`src/rtl/jtframe_sdram_rrarb.sv`:
```
// jtframe_sdram_rrarb: round-robin arbiter sharing one SDRAM controller port among four clients,
// sequencing request/ack/data_rdy per access with an optional abort watchdog.
module jtframe_sdram_rrarb #(
  parameter int SDRAMW  = 22,
  parameter int PRIO0   = 0,
  parameter int TIMEOUT = 0,
  parameter int TOW     = 10
) (
  input  logic                  clk,
  input  logic                  rst,
  input  logic [3:0]            cl_rd,
  input  logic [3:0]            cl_wr,
  input  logic [4*SDRAMW-1:0]   cl_addr,
  input  logic [63:0]           cl_din,
  input  logic [7:0]            cl_wrmask,
  output logic [3:0]            cl_ack,
  output logic [3:0]            cl_rdy,
  output logic [31:0]           cl_dout,
  output logic                  err,
  output logic [1:0]            err_id,
  output logic                  busy,
  output logic                  sdram_rd,
  output logic                  sdram_wr,
  output logic [SDRAMW-1:0]     sdram_addr,
  output logic [15:0]           data_write,
  output logic [1:0]            sdram_wrmask,
  input  logic                  sdram_ack,
  input  logic                  data_rdy,
  input  logic [31:0]           data_read
);
  typedef enum logic [1:0] {IDLE, ISSUE, WAIT} state_t;
  localparam logic [TOW-1:0] TO_LAST = TOW'(TIMEOUT > 0 ? TIMEOUT - 1 : 0);
  state_t r_state, w_next;
  logic [1:0] r_ptr, r_gnt, r_err_id, w_win;
  logic [3:0] r_ack, r_rdy, w_req;
  logic [31:0] r_dout;
  logic r_err, r_rd, r_wr, r_op_wr;
  logic [SDRAMW-1:0] r_addr, w_addr;
  logic [15:0] r_din, w_din;
  logic [1:0] r_mask, w_mask;
  logic [TOW-1:0] r_cnt;
  logic w_done, w_to, w_acked, w_grant;
  assign w_req = cl_rd | cl_wr;
  // Descending scan so the last hit is the closest one at or after r_ptr
  always_comb begin
    w_win  = r_ptr;
    w_addr = '0;
    w_din  = '0;
    w_mask = 2'b11;
    for (int k = 3; k >= 0; k--)
      if (w_req[r_ptr + 2'(k)]) w_win = r_ptr + 2'(k);
    if (PRIO0 != 0 && w_req[0]) w_win = 2'd0;
    for (int k = 0; k < 4; k++)
      if (w_win == 2'(k)) begin
        w_addr = cl_addr[k*SDRAMW +: SDRAMW];
        w_din  = cl_din[k*16 +: 16];
        w_mask = cl_wrmask[k*2 +: 2];
      end
  end
  always_comb begin
    w_grant = r_state == IDLE && |w_req;
    w_done  = (r_state == ISSUE && sdram_ack && data_rdy) || (r_state == WAIT && data_rdy);
    w_to    = TIMEOUT != 0 && r_state != IDLE && !w_done && r_cnt == TO_LAST;
    w_acked = r_state == ISSUE && sdram_ack && !w_to;
    w_next  = r_state;
    if (r_state == IDLE) w_next = w_grant ? ISSUE : IDLE;
    else if (w_done || w_to) w_next = IDLE;
    else if (r_state == ISSUE && sdram_ack) w_next = WAIT;
  end
  always_ff @(posedge clk or posedge rst) begin
    if (rst) r_state <= IDLE;
    else r_state <= w_next;
  end
  always_ff @(posedge clk or posedge rst) begin
    if (rst) begin
      r_ptr    <= '0;
      r_gnt    <= '0;
      r_ack    <= '0;
      r_rdy    <= '0;
      r_dout   <= '0;
      r_err    <= 1'b0;
      r_err_id <= '0;
      r_rd     <= 1'b0;
      r_wr     <= 1'b0;
      r_op_wr  <= 1'b0;
      r_addr   <= '0;
      r_din    <= '0;
      r_mask   <= 2'b11;
      r_cnt    <= '0;
    end else begin
      r_ack <= w_acked ? 4'b1 << r_gnt : 4'b0;
      r_rdy <= w_done ? 4'b1 << r_gnt : 4'b0;
      r_err <= w_to;
      r_cnt <= r_state == IDLE ? '0 : r_cnt + 1'b1;
      if (w_to) r_err_id <= r_gnt;
      if (w_done && !r_op_wr) r_dout <= data_read;
      if (w_acked || w_to || w_done) r_ptr <= r_gnt + 2'd1;
      if (w_acked || w_to) begin
        r_rd <= 1'b0;
        r_wr <= 1'b0;
      end
      if (w_grant) begin
        r_gnt   <= w_win;
        r_addr  <= w_addr;
        r_din   <= w_din;
        r_wr    <= cl_wr[w_win];
        r_rd    <= ~cl_wr[w_win];
        r_op_wr <= cl_wr[w_win];
        r_mask  <= cl_wr[w_win] ? w_mask : 2'b11;
      end
    end
  end
  assign cl_ack       = r_ack;
  assign cl_rdy       = r_rdy;
  assign cl_dout      = r_dout;
  assign err          = r_err;
  assign err_id       = r_err_id;
  assign busy         = r_state != IDLE;
  assign sdram_rd     = r_rd;
  assign sdram_wr     = r_wr;
  assign sdram_addr   = r_addr;
  assign data_write   = r_din;
  assign sdram_wrmask = r_mask;
endmodule

```
`config.mk`:
```
export PLATFORM = sky130hd
export DESIGN_NAME = jtframe_sdram_rrarb
export DESIGN_NICKNAME = d
export VERILOG_FILES = /design/src/rtl/jtframe_sdram_rrarb.sv
export SDC_FILE = /design/constraint.sdc
export NUM_CORES = 1
export LEC_CHECK = 0
export BUFFER_PORTS_ARGS = -buffer_cell sky130_fd_sc_hd__buf_2
export CORE_AREA = 2 2 114 116
export DETAILED_ROUTE_END_ITERATION = 8
export DIE_AREA = 0 0 116 118
export PLACE_DENSITY_LB_ADDON = 0.1
export SETUP_SLACK_MARGIN = 0.2
export SKIP_LAST_GASP = 1
export SLEW_MARGIN = 0
export SYNTH_ARGS = -nofsm -noshare
export SYNTH_HDL_FRONTEND = slang
export SYNTH_SLANG_ARGS = --single-unit
```
`constraint.sdc`:
```
create_clock -name clk -period 4.6 [get_ports clk]
set_input_delay 0.23 -clock clk [delete_from_list [all_inputs] [get_ports clk]]
set_output_delay 0.23 -clock clk [all_outputs]
set_load 0.1 [all_outputs]
```
==> results.sh, run 1 <==
export IMPL_status="finished, final reports clean"
export IMPL_vias=5733
export IMPL_slew_headroom=0.148
export IMPL_synthAdderAreaFrac=0.00872
export IMPL_cts_root_buf="clkbuf_16"
export IMPL_critical_path_arrival_ns=3.62
export IMPL_synth_top_area_cell="dfrtp_1"
export IMPL_post_route_min_period_ns=3.39
export IMPL_wl_met2_mm=9.35
export IMPL_synth_warnings=0
export IMPL_fin_crit_sh=0.737
export IMPL_drtPass1Iterations=5
export IMPL_synth_main_ff_cell="dfrtp_1"
export IMPL_final_util=0.604
export IMPL_setup_violations_final=0
export IMPL_gr_usage_all_layers=0.273
export IMPL_die_h_um=118
export IMPL_grt_max_degree=71
export IMPL_ys_top_cells_by_area="dfrtp_1 38%, o41ai_2 11%, mux2_2 6.3%"
export IMPL_wl_met3_mm=1.60
export IMPL_fin_worst_skew_ns=0.00793
export IMPL_ys_seq_area_frac=0.388
export IMPL_crit_path_start_kind="register"
export IMPL_h_tree_depth=3
export IMPL_clk_pin_slew_ns=0.07
export IMPL_drt_total_wl_mm=19.2
export IMPL_vias_per_cell=5.86
export IMPL_synthMuxAreaShare=0.0700
export IMPL_final_setup_tns_ns=0
export IMPL_die_w_um=116
export IMPL_met1Wirelength_mm=7.59
export IMPL_cap_violations=0
export IMPL_core_um2=12400
export IMPL_cts_tree="yes"
export IMPL_io_buffers=286
export IMPL_synth_async_sr_flop_share=1.00
export IMPL_cts_setup_buffers=0
export IMPL_drive_gt1_frac=0.502
export IMPL_drtIter0Drc=328
export IMPL_ant_nets=0
export IMPL_synth_top_family_by_area="compound AO/OA/AOI/OAI gates"
export IMPL_syn_to_final_growth_pct=30.7
export IMPL_synth_compound_area_frac=0.327
export IMPL_worstMarginPinSlew_ns=1.28
export IMPL_drc_errors=0
export IMPL_hold_violations=0
export IMPL_grt_pass1_wl_mm=29.2
export IMPL_worstPathRequired_ns=4.83
export IMPL_crit_type="register to register"
export IMPL_hold_class="primary input to register"
export IMPL_antenna_found_initial=2
export IMPL_synth_edf_count=0
export IMPL_nNetsFinal=1008
export IMPL_fp_dieArea_um2=13700
export IMPL_clockBufferDepth=2
export IMPL_fmax_mhz=295
export IMPL_avgRoutedWirePerCell_um=19.6
export IMPL_cts_buffers=9
export IMPL_rsz0062_at_grt="false"
export IMPL_finalMaxSlewViolations=0
export IMPL_cts_sinks=89
export IMPL_io_pins=290
export IMPL_yosysTopAreaCellShare=0.379
export IMPL_fp_row_count=41
export IMPL_initial_core_util=0.462
export IMPL_cp_end_kind="register"
export IMPL_gp_congestion=0.945
export IMPL_synthXorXnorAreaFrac=0
export IMPL_synth_simple_gate_area_frac=0.118
export IMPL_yosysMostFrequentCell="dfrtp_1"
export IMPL_synth_cell_types=58
export IMPL_netlist_instances=556
export IMPL_synth_seq_cells=89
export IMPL_cp_max_fo=40
export IMPL_clock_latency_ns=0.35
export IMPL_top_layer_used="met5"
export IMPL_dpl_hpwl_mm=13.7
export IMPL_synthTopCellsByCount="87 x dfrtp_1, 45 x inv_1, 41 x a211oi_1, 39 x nand2_1"
export IMPL_grt_ovfl_total=0
export IMPL_syn_area_um2=5740
export IMPL_syn_area_per_cell_um2=10.3
export IMPL_grt_pass1_vias=5621
-- repair_timing --
item,in CTS,in global routing
endpoints found under the hold margin,34,0
resized for setup,0,0
hold buffers,1,0
-- layout by cell type (no fill, tap or decap), drive strengths merged, types with 4 or more instances in the layout --
master and n:
ha 4, o21ai 11, a21oi 5, dfrtp 87, buf 297, nor2 8, o311ai 36, nand4 34
o41ai 38, a211oi 41, nand2 39, nand2b 7, o22ai 4, inv 48, and4 4, a2111oi 6
or2 4, clkbuf 9, mux2 33, a211o 35, and2 9
-- worst max-delay path: stages (launching register included) --
cell and delay [ns]:
dfrtp_1 0.55, o21ba_2 0.23, o21ai_4 0.78, and3_2 0.86
buf_4 0.43, o41ai_2 0.09, a211o_1 0.30
-- sequential cells by signal, indices dropped and copies added, names as in the netlist, 2 cells and up --
signal,count
r_state,2
cl_dout,32
sdram_addr,22
cl_ack,4
data_write,16
sdram_wrmask,2
cl_rdy,4
r_ptr,2
r_gnt,2
-- path summary, 6_finish.rpt --
check                       startpoint             end  slack, ns  depth (start not counted)
min in group asynchronous          rst     cl_dout[16]       0.45                          3
max in group asynchronous          rst  data_write[13]       3.04                          4
max reg2reg                   r_ptr[0]   sdram_addr[8]       1.21                          6
min reg2reg                cl_dout[23]     cl_dout[23]       0.48                          1
max                           r_ptr[0]   sdram_addr[8]       1.21                          6
min                        cl_addr[86]  sdram_addr[20]       0.09                          2
-- stage by stage --
stage	hold slack, ns	cells	setup slack, ns	instance area (µm²)
floorplan	0.326	558	2.07	5750
finish	0.0863	979	1.21	7500
detailed placement	0.259	960	1.19	7200
CTS	0.0796	977	1.19	7490
global placement	0.254	960	1.33	7200
global route	0.0827	978	1.06	7500
-- logic make-up (layout without fill, tap and decap cells) --
| family | count (synthesis) | after routing |
|---|---|---|
| compound gates | 193 | 193 |
| simple gates | 121 | 121 |
| buf+inv | 112 | 359 |
| flops | 89 | 89 |
| mux | 36 | 36 |
| fa+ha+maj | 4 | 4 |
| other cells | 1 | 5 |
-- final cells by class --
cell class              instances  area [µm²]
diodes                          2        5.00
clock buffers                   9         225
clock inverters                 7        53.8
fillers                      1126        4920
inverters                      45         171
multi-input cells             357        3070
flip-flops and latches         89        2230
well taps                     172         215
repair buffers                298        1520
-- metal layers --
layer | GRT usage | vias up
met3 | 0.0664 | 46
met5 | 0 | -
met4 | 0.111 | 2
met1 | 0.326 | 2734
li1 | - | 2657
met2 | 0.467 | 294
Power of run 1 is left out: the tool's default activity adds up to more than one toggle a clock period on the data nets, which glitch-free logic cannot reach.
==> run 2: changes to the inputs <==
Settings changed: CORE_AREA 2 2 114 116 to not set, CORE_UTILIZATION set to 42, DIE_AREA 0 0 116 118 to not set.
Clock period 4.6 ns to 3 ns, I/O delays scaled along.
==> results.sh, run 2 (same netlist as run 1, synthesis figures left out) <==
export IMPL_status="finished, final reports clean"
export IMPL_drive_gt1_frac=0.508
export IMPL_grt_max_degree=90
export IMPL_fin_worst_skew_ns=0.0128
export IMPL_r2r_start="r_ptr[0]"
export IMPL_fp_dieArea_um2=14100
export IMPL_die_w_um=119
export IMPL_hold_class="primary input to register"
export IMPL_worstPathRequired_ns=3.20
export IMPL_h_tree_depth=3
export IMPL_largest_reg_flops=32
export IMPL_io_pins=290
export IMPL_die_h_um=119
export IMPL_ant_nets=0
export IMPL_cp_max_fo=39
export IMPL_avgRoutedWirePerCell_um=19.2
export IMPL_clockBufferDepth=2
export IMPL_cts_tree="yes"
export IMPL_finalMaxSlewViolations=0
export IMPL_max_stage_delay_ns=0.55
export IMPL_nNetsFinal=1020
export IMPL_fmax_mhz=424
export IMPL_drtPass1Iterations=5
export IMPL_rrSetupSlack_ns=0.64
export IMPL_drc_errors=0
export IMPL_vias=5765
export IMPL_crit_type="register to register"
export IMPL_gr_usage_all_layers=0.270
export IMPL_setup_violations_final=0
export IMPL_grt_pass1_wl_mm=29.8
export IMPL_hold_violations=0
export IMPL_initial_core_util=0.432
export IMPL_fin_crit_sh=0.786
export IMPL_critical_path_arrival_ns=2.56
export IMPL_slowest_stage="dfrtp_1"
export IMPL_core_um2=13300
export IMPL_final_util=0.580
export IMPL_reg2regPathDepth=6
export IMPL_cts_root_buf="clkbuf_16"
export IMPL_antenna_found_initial=1
export IMPL_grt_ovfl_total=0
export IMPL_syn_to_final_growth_pct=34.2
export IMPL_cts_sinks=89
export IMPL_endpoint="data_write[9]"
export IMPL_ctsResizeCount=0
export IMPL_final_setup_tns_ns=0
export IMPL_clock_latency_ns=0.35
export IMPL_cts_buffers=9
export IMPL_rsz0062_at_grt="false"
export IMPL_vias_per_cell=5.79
export IMPL_final_common_cell="buf_2"
export IMPL_io_buffers=286
export IMPL_fp_row_count=42
export IMPL_cp_end_kind="register"
export IMPL_gp_congestion=0.899
export IMPL_cap_violations=0
export IMPL_final_cell_mix="286 x buf_2, 87 x dfrtp_1, 44 x inv_1"
export IMPL_critPathLaunch="r_ptr[0]"
export IMPL_grt_pass1_vias=5692
export IMPL_slew_headroom=0.248
export IMPL_dpl_hpwl_mm=14.1
export IMPL_post_route_min_period_ns=2.36
export IMPL_drtIter0Drc=312
export IMPL_rr_endpoint="data_write[9]"
export IMPL_drt_total_wl_mm=19.1
export IMPL_worstMarginPinSlew_ns=1.13
export IMPL_crit_path_cell_trace="o21ba_2 -> o21ai_4 -> buf_4 -> nand3_1 -> a2111oi_0 -> a211oi_1"
export IMPL_crit_path_start_kind="register"
export IMPL_clk_pin_slew_ns=0.07
run 2: worst min-delay path by stage:
stage / from / cells past startpoint / slack [ns] / to
finish: cl_addr[66] / 2 / 0.008 / sdram_addr[0]
CTS: cl_addr[82] / 2 / 0.001 / sdram_addr[16]
floorplan: data_rdy / 1 / 0.25 / r_state[1]
detailed placement: cl_addr[86] / 2 / 0.37 / sdram_addr[20]
global route: cl_din[49] / 2 / 0.001 / data_write[1]
global placement: data_rdy / 2 / 0.36 / r_state[1]
run 2: worst max-delay path, delay by kind of cell, from the launching register on:
family | cells | cell delay, ns
AND/OR/NAND/NOR | 1 | 0.29
AO/OA/AOI/OAI | 4 | 0.99
buffers and inverters | 1 | 0.39
flip-flops | 1 | 0.55
run 2: layout make-up:
cell class	count	area (µm²)
Inverter	45	171
Timing Repair Buffer	310	1670
Multi-Input combinational cell	357	3070
Fill cell	1205	5590
Clock inverter	5	85.1
Antenna cell	2	5.00
Clock buffer	11	253
Tap cell	176	220
Sequential cell	89	2230
run 2: what timing repair did:
item,4_1_cts,5_1_grt
setup buffers,0,0
hold buffers,2,0
hold endpoints to repair,2,0
setup endpoints to repair,0,0
run 2: metrics by stage:
stage	std cells	cell area (µm²)	setup WS [ns]	hold slack, ns
6_report	995	7700	0.641	0.00813
5_1_grt	994	7700	0.444	0.00148
3_3_place_gp	975	7340	0.606	0.355
4_1_cts	993	7700	0.668	0.00149
2_1_floorplan	558	5750	0.546	0.246
3_5_place_dp	975	7340	0.578	0.365
run 2: layer usage:
layer  vias up  track usage  routed length (µm)  share of wire
met3        30       0.0723                1640          0.086
li1       2685            -                   -              -
met2       294        0.471                9720           0.51
met5         -            0                   0              0
met4         0        0.112                 401          0.021
met1      2756        0.312                7370           0.39
Power of run 2 is left out for the same reason.
==> run 3: changes to the inputs <==
Settings changed: ABC_AREA set to 1, CORE_AREA set to 2 2 112 114, CORE_UTILIZATION 42 to not set, DIE_AREA set to 0 0 114 116.
Clock period 3 ns to 2.2 ns, I/O delays scaled along.
==> results.sh, run 3 <==
export IMPL_synth_top_area_cell="dfrtp_1"
export IMPL_grt_ovfl_total=0
export IMPL_synth_cell_types=33
export IMPL_yosysMostFrequentCell="nand2_1"
export IMPL_r2r_start="r_ptr[0]"
export IMPL_netlist_instances=597
export IMPL_ys_seq_area_frac=0.457
export IMPL_drtIter0Drc=323
export IMPL_grt_pass1_wl_mm=26.0
export IMPL_synth_warnings=0
export IMPL_dpl_hpwl_mm=12.3
export IMPL_syn_to_final_growth_pct=57.0
export IMPL_clock_latency_ns=0.34
export IMPL_io_pins=290
export IMPL_fmax_mhz=469
export IMPL_drt_total_wl_mm=18.0
export IMPL_io_buffers=286
export IMPL_synthTopCellsByCount="290 x nand2_1, 87 x dfrtp_1, 40 x nand4_1, 32 x mux2_2, 25 x nand2_2"
export IMPL_critical_path_arrival_ns=2.41
export IMPL_grt_pass1_vias=5135
export IMPL_fp_dieArea_um2=13200
export IMPL_finalMaxSlewViolations=0
export IMPL_clockBufferDepth=2
export IMPL_synth_seq_cells=89
export IMPL_core_um2=11900
export IMPL_final_common_cell="buf_2"
export IMPL_antenna_cells=0
export IMPL_vias_per_cell=4.89
export IMPL_grt_max_degree=44
export IMPL_slew_headroom=0.518
export IMPL_hp_start="data_read[7]"
export IMPL_cp_end_kind="register"
export IMPL_synth_edf_count=0
export IMPL_hold_class="primary input to register"
export IMPL_drive_gt1_frac=0.507
export IMPL_rsz0062_at_grt="true"
export IMPL_fp_row_count=40
export IMPL_status="finished, final reports clean"
export IMPL_gr_usage_all_layers=0.255
export IMPL_hold_violations=0
export IMPL_initial_core_util=0.410
export IMPL_yosysTopAreaCellShare=0.446
export IMPL_ys_top_cells_by_area="dfrtp_1 45%, nand2_1 22%, mux2_2 7.4%"
export IMPL_cap_violations=0
export IMPL_crit_path_start_kind="register"
export IMPL_cts_root_buf="clkbuf_16"
export IMPL_worstPathRequired_ns=2.47
export IMPL_setup_violations_final=0
export IMPL_synth_main_ff_cell="dfrtp_1"
export IMPL_avgRoutedWirePerCell_um=16.6
export IMPL_drtPass1Iterations=4
export IMPL_cp_max_fo=8
export IMPL_cts_buffers=9
export IMPL_die_h_um=116
export IMPL_cts_tree="yes"
export IMPL_die_w_um=114
export IMPL_syn_area_um2=4880
export IMPL_fin_crit_sh=0.970
export IMPL_instances_no_fill=1081
export IMPL_antenna_found_initial=0
export IMPL_h_tree_depth=3
export IMPL_dp_cells=1015
export IMPL_final_cell_mix="286 x buf_2, 254 x nand2_1, 85 x dfrtp_1"
export IMPL_ant_nets=0
export IMPL_largest_reg_flops=32
export IMPL_critPathLaunch="r_ptr[0]"
export IMPL_crit_type="register to register"
export IMPL_synth_async_sr_flop_share=1.00
export IMPL_final_setup_tns_ns=0
export IMPL_clk_pin_slew_ns=0.06
export IMPL_worstMarginPinSlew_ns=0.722
export IMPL_drc_errors=0
export IMPL_cts_sinks=89
export IMPL_post_route_min_period_ns=2.13
export IMPL_nNetsFinal=1137
export IMPL_syn_area_per_cell_um2=8.18
export IMPL_gp_congestion=1.06
export IMPL_fin_worst_skew_ns=0.00469
export IMPL_vias=5284
[run 3: critical path, cell delays in order (launching register included)]
cell and delay [ns]:
dfrtp_2 0.51, inv_8 0.13, nand2_4 0.06, nand2_4 0.08, nand3_4 0.08, nand2_2 0.08
nand3_2 0.06, nand2_2 0.08, nand2_4 0.07, nand2_8 0.08, inv_8 0.06, nor2_4 0.17
buf_12 0.16, clkbuf_16 0.16, nand2_2 0.04, nand4_1 0.08, nand2_1 0.07, nand2_1 0.10
[run 3: repair_timing]
item / 4_1_cts / 5_1_grt
endpoints found under the hold margin: 43 / 1
hold buffers: 18 / 1
gates resized for setup: 38 / 45
gates cloned: 5 / 3
endpoints found under the setup margin: 40 / 43
buffers inserted: 20 / 3
pin swaps: 29 / 68
[run 3: worst paths after layout]
kind	slack (ns)	to	depth (start not counted)
setup reg to reg	0.07	sdram_addr[4]	17
hold / removal	0.005	cl_dout[7]	2
min in group asynchronous	0.44	data_write[12]	3
setup / recovery	0.07	sdram_addr[4]	17
max in group asynchronous	1.11	sdram_wrmask[0]	4
hold reg to reg	0.46	sdram_wrmask[1]	2
[run 3: stage by stage]
step	hold WS [ns]	util	setup slack (ns)	area, µm²
after floorplan	0.262	-	0.356	4890
after global placement	0.276	0.543	-0.122	6470
after global routing	0.00488	0.643	-0.0424	7660
after detailed placement	0.273	0.543	-0.217	6470
final	0.00515	0.643	0.0668	7660
after CTS	0.000790	0.619	0.120	7370
[run 3: logic make-up (layout without fill, tap and decap cells)]
family | Yosys count | after routing | share of synthesized area
other | 1 | 3 | 0.000768
multiplexers | 32 | 32 | 0.0738
AO/OA/AOI/OAI | 10 | 10 | 0.0113
flip-flops | 89 | 89 | 0.457
buffers and inverters | 57 | 391 | 0.0718
AND/OR/NAND/NOR | 404 | 405 | 0.375
adder cells (fa/ha/maj) | 4 | 4 | 0.0103
[run 3: layout make-up]
type                    instances  area, µm²
flip-flops and latches         89       2230
fillers                      1050       4250
well taps                     147        184
inverters                      26        124
clock inverters                 6       42.5
clock buffers                  10        229
multi-input cells             454       2580
repair buffers                349       2270
[run 3: routing by layer]
| metal | up-vias | routed length (µm) | global-route usage |
|---|---|---|---|
| li1 | 2574 | - | - |
| met1 | 2439 | 7070 | 0.293 |
| met2 | 242 | 9310 | 0.473 |
| met3 | 29 | 1190 | 0.0507 |
| met4 | 0 | 430 | 0.0911 |
| met5 | - | 0 | 0 |
Power of run 3 is left out for the same reason.
